<file path="src/rtl/button_event_fsm.sv">
// Turns a debounced button level into one-cycle press/release/short/long/repeat
// pulses, with hold timing counted in ticks of a shared slow strobe.
module button_event_fsm #(
    parameter int unsigned LONG_TICKS   = 8,
    parameter int unsigned REPEAT_TICKS = 4,
    parameter int unsigned CNT_W        = 4
) (
    input  logic       clk,
    input  logic       reset,
    input  logic       btn_level,
    input  logic       tick,
    output logic       press_pulse,
    output logic       release_pulse,
    output logic       short_pulse,
    output logic       long_pulse,
    output logic       repeat_pulse,
    output logic       held,
    output logic [1:0] state_out
);

    typedef enum logic [1:0] {
        IDLE    = 2'b00,
        PRESSED = 2'b01,
        HELD    = 2'b10
    } state_t;

    localparam logic [CNT_W-1:0] LONG_LAST   = CNT_W'(LONG_TICKS - 1);
    localparam logic [CNT_W-1:0] REPEAT_LAST = CNT_W'(REPEAT_TICKS - 1);

    state_t           state, state_next;
    logic [CNT_W-1:0] count, count_next;
    logic             press_next, release_next, short_next, long_next, repeat_next;

    always_ff @(posedge clk) begin
        if (!reset) begin
            state         <= IDLE;
            count         <= '0;
            press_pulse   <= 1'b0;
            release_pulse <= 1'b0;
            short_pulse   <= 1'b0;
            long_pulse    <= 1'b0;
            repeat_pulse  <= 1'b0;
            held          <= 1'b0;
        end else begin
            state         <= state_next;
            count         <= count_next;
            press_pulse   <= press_next;
            release_pulse <= release_next;
            short_pulse   <= short_next;
            long_pulse    <= long_next;
            repeat_pulse  <= repeat_next;
            held          <= (state_next == HELD);
        end
    end

    // Release is tested first in each state so it always beats a terminal tick.
    always_comb begin
        state_next   = state;
        count_next   = count;
        press_next   = 1'b0;
        release_next = 1'b0;
        short_next   = 1'b0;
        long_next    = 1'b0;
        repeat_next  = 1'b0;
        case (state)
            IDLE: begin
                if (btn_level) begin
                    state_next = PRESSED;
                    count_next = '0;
                    press_next = 1'b1;
                end
            end
            PRESSED: begin
                if (!btn_level) begin
                    state_next   = IDLE;
                    count_next   = '0;
                    release_next = 1'b1;
                    short_next   = 1'b1;
                end else if (tick && count == LONG_LAST) begin
                    state_next = HELD;
                    count_next = '0;
                    long_next  = 1'b1;
                end else if (tick) begin
                    count_next = count + CNT_W'(1);
                end
            end
            HELD: begin
                if (!btn_level) begin
                    state_next   = IDLE;
                    count_next   = '0;
                    release_next = 1'b1;
                end else if (tick && count == REPEAT_LAST) begin
                    count_next  = '0;
                    repeat_next = 1'b1;
                end else if (tick) begin
                    count_next = count + CNT_W'(1);
                end
            end
            default: begin
                state_next = IDLE;
                count_next = '0;
            end
        endcase
    end

    assign state_out = state;

endmodule

</file>
<file path="config.mk">
export PLATFORM = sky130hd
export DESIGN_NAME = button_event_fsm
export DESIGN_NICKNAME = d
export VERILOG_FILES = /design/src/rtl/button_event_fsm.sv
export SDC_FILE = /design/constraint.sdc
export NUM_CORES = 1
export LEC_CHECK = 0
export BUFFER_PORTS_ARGS = -buffer_cell sky130_fd_sc_hd__buf_2
export CORE_MARGIN = 1
export CORE_UTILIZATION = 46
export DETAILED_ROUTE_END_ITERATION = 8
export PLACE_DENSITY = 0.78
export SKIP_CTS_REPAIR_TIMING = 1
export SYNTH_ARGS = -nofsm -noshare
export SYNTH_HDL_FRONTEND = slang
export SYNTH_SLANG_ARGS = --single-unit
</file>
<file path="constraint.sdc">
create_clock -name clk -period 1.44 [get_ports clk]
set_clock_uncertainty 0.2 [all_clocks]
set_input_delay 0.144 -clock clk [delete_from_list [all_inputs] [get_ports clk]]
set_output_delay 0.144 -clock clk [all_outputs]
set_load 0.005 [all_outputs]
</file>
==> impl_metrics.toml, run 1 <==
[hold_path]
worstHoldEndpoint = "long_pulse"
whs_path_depth = 3
min_path_type = "input pin to flop"
min-delay-start = "reset"

[die]
die_h_microns = 38.5
core_sq_mm = 0.00117
start_util = 0.524
die_w_microns = 38.5
ios = 12
die-area_sq_mm = 0.00148
rows = 12

[power]
peakVddDrop_mv = 0.555
powerDensity_mw_per_mm2 = 897
leakagePower_uw = 0.000386

[timing]
finalCritPeriodShare = 1.10
fin_ws_ns = -0.140
maxClockFrequency_ghz = 0.633
setup_viol = 6
grt_setup_unrepaired = "true"
fin_hold_ws_ns = -0.00662
fin_tns_setup_ns = -0.492
layout_min_cycle_time_ns = 1.58
max_slew_margin = 0.818
tightest_slew_ns = 0.272
hold_viol_final = 1
finalMaxSlewViolations = 0

[finish]
final_cell_mix = "buf_2, dfxtp_1, buf_4"
seq_area_sq_um = 250
final_common_cell = "buf_2"
antenna_cells = 0
multi_input_area_sq_um = 404
fillers = 82
fin_nets = 99
area_growth_pct = 41.8
drive_gt1_frac = 0.449

[critical_path]
rr_startpoint = "state_out[1]"
critPathRequiredTime_ns = 1.45
end_kind = "flop"
crit_path_start_kind = "flop"
cp.arrival_ns = 1.59
cp_max_fo = 6
r2r-end = "count[2]"
crit_type = "flop to flop"
reg2regPathDepth = 6
r2r_slack_ns = -0.14

[global_routing]
antenna_found_initial = 0
grt_max_degree = 12
overflow = 0
grt_pass1_vias = 528
grt_pass1_wl_microns = 2290
grt_use_total = 0.239

[job]
drv_cap = 0

[yosys]
syn_avg_cell_area_sq_um = 9.29
synthAdderAreaFrac = 0.102
syn_nets = 75
seq_area_frac_synth = 0.392
ys_types = 30
synth-xor-area-share = 0
syn-cell-area_sq_um = 613
synth_top_family_by_area = "simple AND/OR/NAND/NOR gates"
synthSimpleGateAreaFrac = 0.251
yosys_warnings = 0
synth_compound_area_frac = 0.204
muxShareOfSynthArea = 0
synth_cells = 66
yosys_register_bits = 12

[detailed_routing]
viasPerCell = 6.13
drtPass1Iterations = 6
post-route-drc-count = 0
postRouteAntennaNets = 0
routedWlPerCell_microns = 16.9
vias = 631
routed_wl_microns = 1740
drt_iter0_markers = 30

[clocking]
cts_buffer_depth = 2
cts_sinks = 12
htree_levels = 1
cts_tree = "done"
clkTransAtPathRegs_ns = 0.08
worstSkewPairLatency_ns = 0.29
cts_root_buffer = "clkbuf_4"
numCtsBuffers = 3

[placement]
place_ws_ns = -0.121
port_buffers = 11
gp_routability_congestion = 0.769
hpwlAfterDp_microns = 983

[run_status]
violations = "hold timing, setup timing"
status = "complete, but fails checks"
[synthesized netlist by cell type]
library cell  number  area, sq um
a21bo_2            1         10.0
a21boi_0           2         15.0
a21o_1             1         7.51
a21oi_1            1         5.00
a31oi_1            2         12.5
a32oi_1            1         8.76
and2_1             1         6.26
and3_1             3         18.8
buf_4              1         7.51
clkbuf_1           1         3.75
clkbuf_2           1         5.00
dfxtp_1           12          240
ha_1               5         62.6
inv_1              4         15.0
nand2_1            2         7.51
nand3_1            5         25.0
nand3b_1           1         7.51
nand4_1            2         12.5
nand4b_1           1         8.76
nand4b_4           1         23.8
nand4bb_1          1         11.3
nor2_1             4         15.0
nor2b_1            2         12.5
nor3_1             1         5.00
o2111a_2           1         12.5
o2111ai_1          1         8.76
o211ai_1           1         7.51
o21ai_0            5         25.0
o21ai_1            1         5.00
o31ai_1            1         7.51
[worst max-delay path by stage]
stage               endpoint  cells after the start         start
floorplan           count[3]                      5      count[1]
global placement    count[3]                      5      count[1]
detailed placement  count[0]                      5  state_out[0]
CTS                 count[0]                      5  state_out[0]
global route        count[0]                      5  state_out[1]
finish              count[2]                      6  state_out[1]
[routing by layer]
layer  vias to the layer above  GRT usage  share of wire
li1                        290          -              -
met1                       291      0.299           0.43
met2                        38      0.325           0.44
met4                         0      0.129          0.047
met3                        12      0.122          0.086
met5                         -          0              0
[report_power, final]
group          internal (uW)  switching, uW
Sequential               348           13.5
Clock                    154            121
Combinational           70.3           72.9
Total                    572            208
[worst max-delay path: stages, from the launching register on]
cell	delay, ns
dfxtp_4	0.36
inv_2	0.11
ha_4	0.19
o211ai_1	0.12
o21ai_0	0.20
o2111ai_1	0.16
a21boi_1	0.17
[cells by family after synthesis]
group                      count (synthesis)
adders and majority gates                  5
DFF                                       12
AOI/OAI and AO/OA                         18
and+or+nand+nor                           24
buffers and inverters                      7
[sequential cells by signal, summed over array words and instances, names as in the netlist]
register,cells
press_pulse,1
short_pulse,1
state_out,2
long_pulse,1
release_pulse,1
held,1
repeat_pulse,1
count,4
[cell type report]
type / instances / share of cell area
Inverter: 4 / 0.0173
Clock buffer: 4 / 0.0417
Timing Repair Buffer: 22 / 0.168
Tap cell: 14 / 0.0201
Multi-Input combinational cell: 47 / 0.465
Sequential cell: 12 / 0.288
[through the flow]
step | utilization | total power (uW) | std cells | area (sq um)
final | 0.743 | 780 | 103 | 870
after global routing | 0.743 | 822 | 103 | 870
after CTS | 0.671 | 755 | 100 | 786
after detailed placement | 0.640 | 485 | 96 | 749
after global placement | 0.640 | 479 | 96 | 749
after floorplan | - | 435 | 66 | 633
Note: power is estimated with default switching activity, not from simulation.
==> run 2, diff against run 1 <==
BUFFER_PORTS_ARGS = default   (was -buffer_cell sky130_fd_sc_hd__buf_2)
CORE_AREA = 2 2 39 41   (was default)
CORE_MARGIN = default   (was 1)
CORE_UTILIZATION = default   (was 46)
DIE_AREA = 0 0 41 43   (was default)
DONT_BUFFER_PORTS = 1   (was default)
PLACE_DENSITY = 0.7   (was 0.78)
SLEW_MARGIN = 20   (was default)
==> impl_metrics.toml, run 2 (synthesis gave the netlist of run 1 again) <==
[critical_path]
critPathTopFamily = "compound AO/OA/AOI/OAI gates"
cp_num_buf_inv = 0
r2r_slack_ns = -0.07
startpoint = "count[0]"
crit_type = "flop to flop"
slowest_stage = "dfxtp_2"
end_kind = "flop"
max_stage_delay_ns = 0.35
cp.arrival_ns = 1.48
crit_chain = "ha_4, nand4b_4, o2111a_2, a32oi_1, o21ai_1"
rr_startpoint = "count[0]"
crit_path_end = "count[3]"
worst-path-stages = 5
critPathRequiredTime_ns = 1.41
reg2regPathDepth = 5
cp_max_fo = 6
r2r-end = "count[3]"
crit_path_start_kind = "flop"

[placement]
port_buffers = 0
hpwlAfterDp_microns = 898
placedCellCount = 88
gp_routability_congestion = 0.781
place_ws_ns = -0.0790

[timing]
hold_viol_final = 12
maxClockFrequency_ghz = 0.664
tightest_slew_ns = 0.264
finalMaxSlewViolations = 0
fin_ws_ns = -0.0653
setup_viol = 4
layout_min_cycle_time_ns = 1.51
finalCritPeriodShare = 1.05
max_slew_margin = 0.823
grt_setup_unrepaired = "true"
fin_hold_ws_ns = -0.211

[power]
peakVddDrop_mv = 0.474
p_sw_uw = 176
swShare = 0.260
power_frac_comb = 0.165
total_power_uw = 679
leakagePower_uw = 0.000325
p_seq_frac = 0.537
clockPowerShare = 0.298
p_int_uw = 502
powerDensity_mw_per_mm2 = 850

[global_routing]
antenna_found_initial = 0
grt_max_degree = 12
grt_use_total = 0.189
overflow = 0
grt_pass1_vias = 507
grt_pass1_wl_microns = 2200

[finish]
fin_util = 0.577
fin_nets = 87
area_growth_pct = 30.2
stdcell_count = 92
final_common_cell = "buf_4"
antenna_cells = 0
largest-register = "count"
final_cell_mix = "buf_4, dfxtp_1, nand3_1"
drive_gt1_frac = 0.408
largest_register_ffs = 4

[clocking]
numCtsBuffers = 3
cts_tree = "done"
cts_sinks = 12
clkTransAtPathRegs_ns = 0.07
cts_buffer_depth = 2
worstSkewPairLatency_ns = 0.27
cts_root_buffer = "clkbuf_4"
htree_levels = 1

[die]
start_util = 0.443
core_sq_mm = 0.00138
die_h_microns = 43
die-area_sq_mm = 0.00176
rows = 14
die_w_microns = 41
ios = 12

[detailed_routing]
vias = 545
post-route-drc-count = 0
drt_iter0_markers = 17
routed_wl_microns = 1340
routedWlPerCell_microns = 14.5
viasPerCell = 5.92
drtPass1Iterations = 6
postRouteAntennaNets = 0

[job]
drv_cap = 0

[hold_path]
min_path_type = "input pin to flop"

[run_status]
status = "complete, but fails checks"
violations = "hold timing, setup timing"
[run 2: power groups by stage]
stage | sequential [uW] | combinational [uW] | clock [uW]
CTS | 363 | 94.9 | 208
floorplan | 374 | 61.8 | 0
finish | 365 | 112 | 202
detailed placement | 370 | 94.9 | 0
global placement | 369 | 88.2 | 0
global route | 366 | 125 | 220
[run 2: cell type report]
type	count	area (sq um)
fillers	114	586
multi-input cells	47	410
flip-flops and latches	12	250
repair buffers	10	75.1
clock buffers	3	22.5
inverters	4	20.0
well taps	16	20.0
[run 2: through the flow]
stage / area [sq um] / TNS, ns / hold slack (ns)
final: 798 / -0.167 / -0.211
after global routing: 798 / -0.537 / -0.201
after CTS: 727 / -0.451 / -0.216
after detailed placement: 704 / -0.316 / 0.0767
after global placement: 704 / -0.219 / 0.0770
after floorplan: 633 / -0.0724 / 0.228
[run 2: worst min-delay path by stage]
stage,from,endpoint,slack [ns],cells past startpoint
2_1_floorplan,held,held,0.23,0
3_3_place_gp,btn_level,long_pulse,0.08,2
3_5_place_dp,btn_level,long_pulse,0.08,2
4_1_cts,btn_level,long_pulse,-0.22,2
5_1_grt,btn_level,long_pulse,-0.20,2
6_report,btn_level,long_pulse,-0.21,2
[run 2: metal layers]
| layer | vias to the layer above | GRT usage | wire (microns) |
|---|---|---|---|
| li1 | 264 | - | - |
| met1 | 253 | 0.232 | 615 |
| met2 | 23 | 0.266 | 611 |
| met3 | 5 | 0.0681 | 70 |
| met4 | 0 | 0.120 | 38 |
| met5 | - | 0 | 0 |
